`config.mk`:
```
export PLATFORM = sky130hd
export DESIGN_NAME = neuron_layer_one_fsm
export DESIGN_NICKNAME = d
export VERILOG_FILES = /design/src/rtl/neuron_layer_one_fsm.sv
export SDC_FILE = /design/constraint.sdc
export NUM_CORES = 1
export LEC_CHECK = 0
export CAP_MARGIN = 15
export CORE_ASPECT_RATIO = 1.4
export CORE_UTILIZATION = 25
export DETAILED_ROUTE_END_ITERATION = 16
export MAX_ROUTING_LAYER = met4
export SLEW_MARGIN = 20
export SYNTH_ARGS = -nofsm -noshare
export SYNTH_HDL_FRONTEND = slang
export SYNTH_SLANG_ARGS = --single-unit
```
`constraint.sdc`:
```
create_clock -name clk -period 8.6 [get_ports clk]
set_clock_uncertainty 0.15 [all_clocks]
set_input_delay 1.29 -clock clk [delete_from_list [all_inputs] [get_ports clk]]
set_output_delay 1.29 -clock clk [all_outputs]
set_load 0.05 [all_outputs]
```
`src/rtl/neuron_layer_one_fsm.sv`:
```
// Layer-1 dense neuron engine: streams image, bias and weight bytes from a shared
// byte memory, accumulates per neuron in Q.12, applies ReLU and latches each result.
//
// state      | meaning
// IDLE       | waiting for start
// BIAS_ADDR  | issue bias address for neuron n
// BIAS_WAIT1 | bias read in flight
// BIAS_WAIT2 | bias byte arrives, seed accumulator
// PIX_ADDR   | issue pixel address i
// PIX_WAIT   | pixel read in flight
// PIX_LATCH  | capture pixel, issue weight address
// W_WAIT     | weight read in flight
// W_LATCH    | capture weight
// MAC        | accumulate pixel x weight
// STORE      | ReLU and latch result for neuron n
// DONE       | run complete, done pulse follows
module neuron_layer_one_fsm #(
    parameter int M0         = 784,
    parameter int M1         = 16,
    parameter int ADDR_WIDTH = 14
) (
    input  logic                  clk,
    input  logic                  rst,
    input  logic                  start,
    input  logic [7:0]            data_from_mem,
    output logic [ADDR_WIDTH-1:0] mem_addr,
    output logic signed [25:0]    layer1_outputs [0:M1-1],
    output logic                  busy,
    output logic                  done
);

    localparam int NW = (M1 > 1) ? $clog2(M1) : 1;
    localparam int IW = (M0 > 1) ? $clog2(M0) : 1;

    typedef enum logic [3:0] {
        IDLE, BIAS_ADDR, BIAS_WAIT1, BIAS_WAIT2, PIX_ADDR, PIX_WAIT,
        PIX_LATCH, W_WAIT, W_LATCH, MAC, STORE, DONE
    } state_t;

    state_t                  state_q, state_d;
    logic [NW-1:0]           n_q, n_d;
    logic [IW-1:0]           i_q, i_d;
    logic signed [31:0]      acc_q, acc_d;
    logic [7:0]              pix_q, pix_d;
    logic signed [7:0]       wgt_q, wgt_d;
    logic [ADDR_WIDTH-1:0]   addr_q, addr_d;
    logic                    done_q, done_d;
    logic signed [25:0]      out_q [0:M1-1];
    logic signed [25:0]      out_d [0:M1-1];
    logic signed [16:0]      prod;
    logic signed [31:0]      prod_ext;

    // Pixel is unsigned, so widen it with a zero sign bit before the signed multiply.
    assign prod     = $signed({1'b0, pix_q}) * wgt_q;
    assign prod_ext = {{15{prod[16]}}, prod};

    always_comb begin
        state_d = state_q;
        n_d     = n_q;
        i_d     = i_q;
        acc_d   = acc_q;
        pix_d   = pix_q;
        wgt_d   = wgt_q;
        addr_d  = addr_q;
        out_d   = out_q;
        done_d  = 1'b0;
        case (state_q)
            IDLE: begin
                if (start) begin
                    n_d     = '0;
                    i_d     = '0;
                    state_d = BIAS_ADDR;
                end
            end
            BIAS_ADDR: begin
                addr_d  = ADDR_WIDTH'(M0 + int'(n_q));
                state_d = BIAS_WAIT1;
            end
            BIAS_WAIT1: state_d = BIAS_WAIT2;
            BIAS_WAIT2: begin
                acc_d   = {{16{data_from_mem[7]}}, data_from_mem, 8'h00};
                i_d     = '0;
                state_d = PIX_ADDR;
            end
            PIX_ADDR: begin
                addr_d  = ADDR_WIDTH'(int'(i_q));
                state_d = PIX_WAIT;
            end
            PIX_WAIT: state_d = PIX_LATCH;
            PIX_LATCH: begin
                pix_d   = data_from_mem;
                addr_d  = ADDR_WIDTH'(M0 + M1 + int'(n_q) * M0 + int'(i_q));
                state_d = W_WAIT;
            end
            W_WAIT: state_d = W_LATCH;
            W_LATCH: begin
                wgt_d   = $signed(data_from_mem);
                state_d = MAC;
            end
            MAC: begin
                acc_d = acc_q + (prod_ext >>> 1);
                if (i_q == IW'(M0 - 1)) begin
                    state_d = STORE;
                end else begin
                    i_d     = i_q + IW'(1);
                    state_d = PIX_ADDR;
                end
            end
            STORE: begin
                out_d[n_q] = acc_q[31] ? '0 : $signed(acc_q[25:0]);
                if (n_q == NW'(M1 - 1)) begin
                    state_d = DONE;
                end else begin
                    n_d     = n_q + NW'(1);
                    state_d = BIAS_ADDR;
                end
            end
            DONE: begin
                done_d  = 1'b1;
                state_d = IDLE;
            end
            default: state_d = IDLE;
        endcase
    end

    always_ff @(posedge clk) begin
        if (rst) begin
            state_q <= IDLE;
            n_q     <= '0;
            i_q     <= '0;
            acc_q   <= '0;
            pix_q   <= '0;
            wgt_q   <= '0;
            addr_q  <= '0;
            done_q  <= 1'b0;
            for (int k = 0; k < M1; k++) begin
                out_q[k] <= '0;
            end
        end else begin
            state_q <= state_d;
            n_q     <= n_d;
            i_q     <= i_d;
            acc_q   <= acc_d;
            pix_q   <= pix_d;
            wgt_q   <= wgt_d;
            addr_q  <= addr_d;
            done_q  <= done_d;
            out_q   <= out_d;
        end
    end

    assign mem_addr       = addr_q;
    assign layer1_outputs = out_q;
    assign busy           = (state_q != IDLE);
    assign done           = done_q;

endmodule

```
==> impl_metrics.csv <==
group,metric,value,unit
status,outcome,"finished, final reports clean",
drt,drt_first_iter_violations,1436,
clocking,clock-sinks,497,
cells_and_area,instances_no_fill,4383,
sta,holdWs,0.301,ns
clocking,holdBufCountCts,0,
sta,finalSetupTns,0,ns
critical_path,end_kind,"register",
drt,drc,0,
clocking,h-tree-depth,2,
clocking,cts_made_buffers,53,
global_routing,grt_max_degree,181,
drt,ant_nets,0,
drt,wire_per_inst,19.8,um
synthesis,yosys_warnings,0,
drt,drt_pass1_iterations,5,
synthesis,synthDistinctLibCells,67,
drt,vias,20500,
synthesis,yosysSeqAreaShare,0.445,
floorplan,initial_utilization,0.253,
cells_and_area,layout_common_cells,"nand2_1, a21oi_1, dfxtp_1",
sta,slew_viol_final,0,
global_routing,antenna_found_initial,0,
pwr,leakagePower,10.5,nW
sta,finalSetupViolCount,0,
cells_and_area,syn2layout_area_growth,32.7,%
critical_path,cp-start-kind,"register",
placed_design,port_buffers,442,
placed_design,dp_cells,4286,
cells_and_area,layout_commonest_cell,"nand2_1",
sta,max_slew_margin,0.252,
placed_design,dp_slack,1.75,ns
critical_path,cp.arrival,7.25,ns
critical_path,cp_max_fo,17,
critical_path,path_class,"reg -> reg",
pwr,vdd_drop_max,0.133,mV
synthesis,syn-cell-area,22400,um2
clocking,cts_resized,0,
drt,viasPerCell,4.67,
floorplan,fp.dieW,255,um
sta,worstMarginPinSlew,1.12,ns
clocking,cts_root_buf,"clkbuf_16",
synthesis,synth_cells,2851,
clocking,clk-insertion-delay-late,0.61,ns
global_routing,grt_use_total,0.190,
cells_and_area,diodes,0,
placed_design,place_congestion,0.840,
synthesis,synthFlopType,"dfxtp_1",
cells_and_area,fill_cells,9379,
sta,period_minus_slack,6.90,ns
cells_and_area,drive_gt1_frac,0.0609,
clocking,clk_pin_slew,0.06,ns
placed_design,hpwl,59.7,mm
sta,hold_violations,0,
clocking,clockBufferDepth,3,
flow_run,drv_cap,0,
synthesis,synth_edf_count,0,
drt,wl,86.7,mm
global_routing,grt_pass1_vias,19500,
clocking,cts_tree,"done",
global_routing,gr-total-overflow,0,
critical_path,required,8.94,ns
floorplan,rows,129,
synthesis,ys_ff_latch,497,
sta,fmax,0.145,GHz
floorplan,core,88400,um2
synthesis,ys_async_sr_fraction,0,
cells_and_area,fin_util,0.335,
floorplan,pin_count,443,
sta,finalWorstSetupSlack,1.70,ns
cells_and_area,nets,3313,
synthesis,synth_nets,3002,
floorplan,die_area,90600,um2
min_path,hold_class,"reg -> reg",
floorplan,die_h,356,um
global_routing,grt_first_pass_wirelength,125,mm
synthesis,syn_avg_cell_area,7.84,um2
sta,rsz0062_at_grt,"false",
sta,fin_crit_sh,0.803,
pwr,powerDensity,164,nW/um2
clocking,post_cts.repair.setup_buffers,0,
[layout make-up]
class,instances,area [um2],share of cell area
multi-input combinational,2042,11300,0.382
sequential,497,9950,0.336
timing repair buffer,485,4760,0.161
clock buffer,79,1620,0.0545
tap,1179,1480,0.0497
inverter,83,312,0.0105
clock inverter,18,225,0.00759
[through the flow]
step | total power [W] | area (um2)
floorplan | 0.00245 | 22400
global placement | 0.00251 | 27800
detailed placement | 0.00251 | 27800
CTS | 0.00492 | 29700
global route | 0.00502 | 29700
finish | 0.00486 | 29700
[Yosys cell counts, types with 6 or more instances]
master    instances  area share
nor2b_1          33      0.0092
nand4_1           7      0.0020
nand2b_1         13      0.0036
fa_1             39       0.035
inv_1            83       0.014
mux2i_1           6      0.0027
nor3_1           16      0.0036
dfxtp_1         497        0.45
o21ai_0          19      0.0043
xnor2_1          42       0.016
buf_2            60       0.013
a211oi_1          8      0.0027
nand3_1          30      0.0067
and3_1           20      0.0056
a22oi_1          10      0.0034
o211ai_1          6      0.0020
a21o_1           16      0.0054
nor2_1           94       0.016
and2_1           44       0.012
xor2_1           13      0.0051
a21oi_1         497        0.11
o22ai_1           9      0.0025
a221oi_1          8      0.0031
nand2_1         922        0.15
ha_1            101       0.057
o21bai_1          9      0.0030
clkbuf_1        165       0.028
[path summary, 6_finish.rpt]
| path | start | endpoint | slack [ns] | cells past startpoint |
|---|---|---|---|---|
| setup / recovery | wgt_q[7] | acc_q[31] | 1.70 | 27 |
| hold / removal | layer1_outputs[128] | layer1_outputs[128] | 0.30 | 2 |
| setup reg to reg | wgt_q[7] | acc_q[31] | 1.70 | 27 |
| hold reg to reg | layer1_outputs[128] | layer1_outputs[128] | 0.30 | 2 |
[critical path: stages, from the launching register on]
cell and delay, ns:
dfxtp_1 0.47, inv_1 0.19, nor2_1 0.19, fa_1 0.44, fa_1 0.53, fa_1 0.54
inv_1 0.05, fa_1 0.52, inv_1 0.04, ha_1 0.33, or2_2 0.28, a21oi_1 0.14
a21oi_1 0.07, and4_1 0.23, nor2_1 0.10, a21o_1 0.12, xnor2_1 0.11, buf_4 0.27
ha_1 0.37, a21oi_1 0.36, a21oi_1 0.12, nor2_1 0.09, a31oi_1 0.05, a21oi_2 0.23
o211ai_2 0.12, a221oi_2 0.27, xor3_1 0.25, o22ai_1 0.14
[routing by layer]
metal  up-vias  GRT usage  share of wire  wire length [um]
met1      9679      0.229           0.42             36500
met4         0     0.0727          0.040              3460
li1       9940          -              -                 -
met5         -          -              0                 0
met3       159     0.0324          0.065              5680
met2       693      0.314           0.47             41100
[cell families after synthesis]
group,after synthesis,synth area share
simple gates,1206,0.223
compound gates,632,0.158
flops,497,0.445
buf+inv,312,0.0557
fa+ha+maj,140,0.0914
xor+xnor,56,0.0226
mux,8,0.00369
[report_power, final]
group | internal (W) | switching [W] | total [W]
combinational | 0.0000310 | 0.000101 | 0.000132
sequential | 0.00231 | 0.0000115 | 0.00232
clock | 0.00140 | 0.00101 | 0.00241
total | 0.00374 | 0.00112 | 0.00486
[state kept, by name, summed over array words and instances (netlist names)]
name            count
acc_q              32
wgt_q               8
mem_addr           14
pix_q               8
done                1
layer1_outputs    416
n_q                 4
i_q                10
state_q             4
Power figures use the tool's default switching activity.
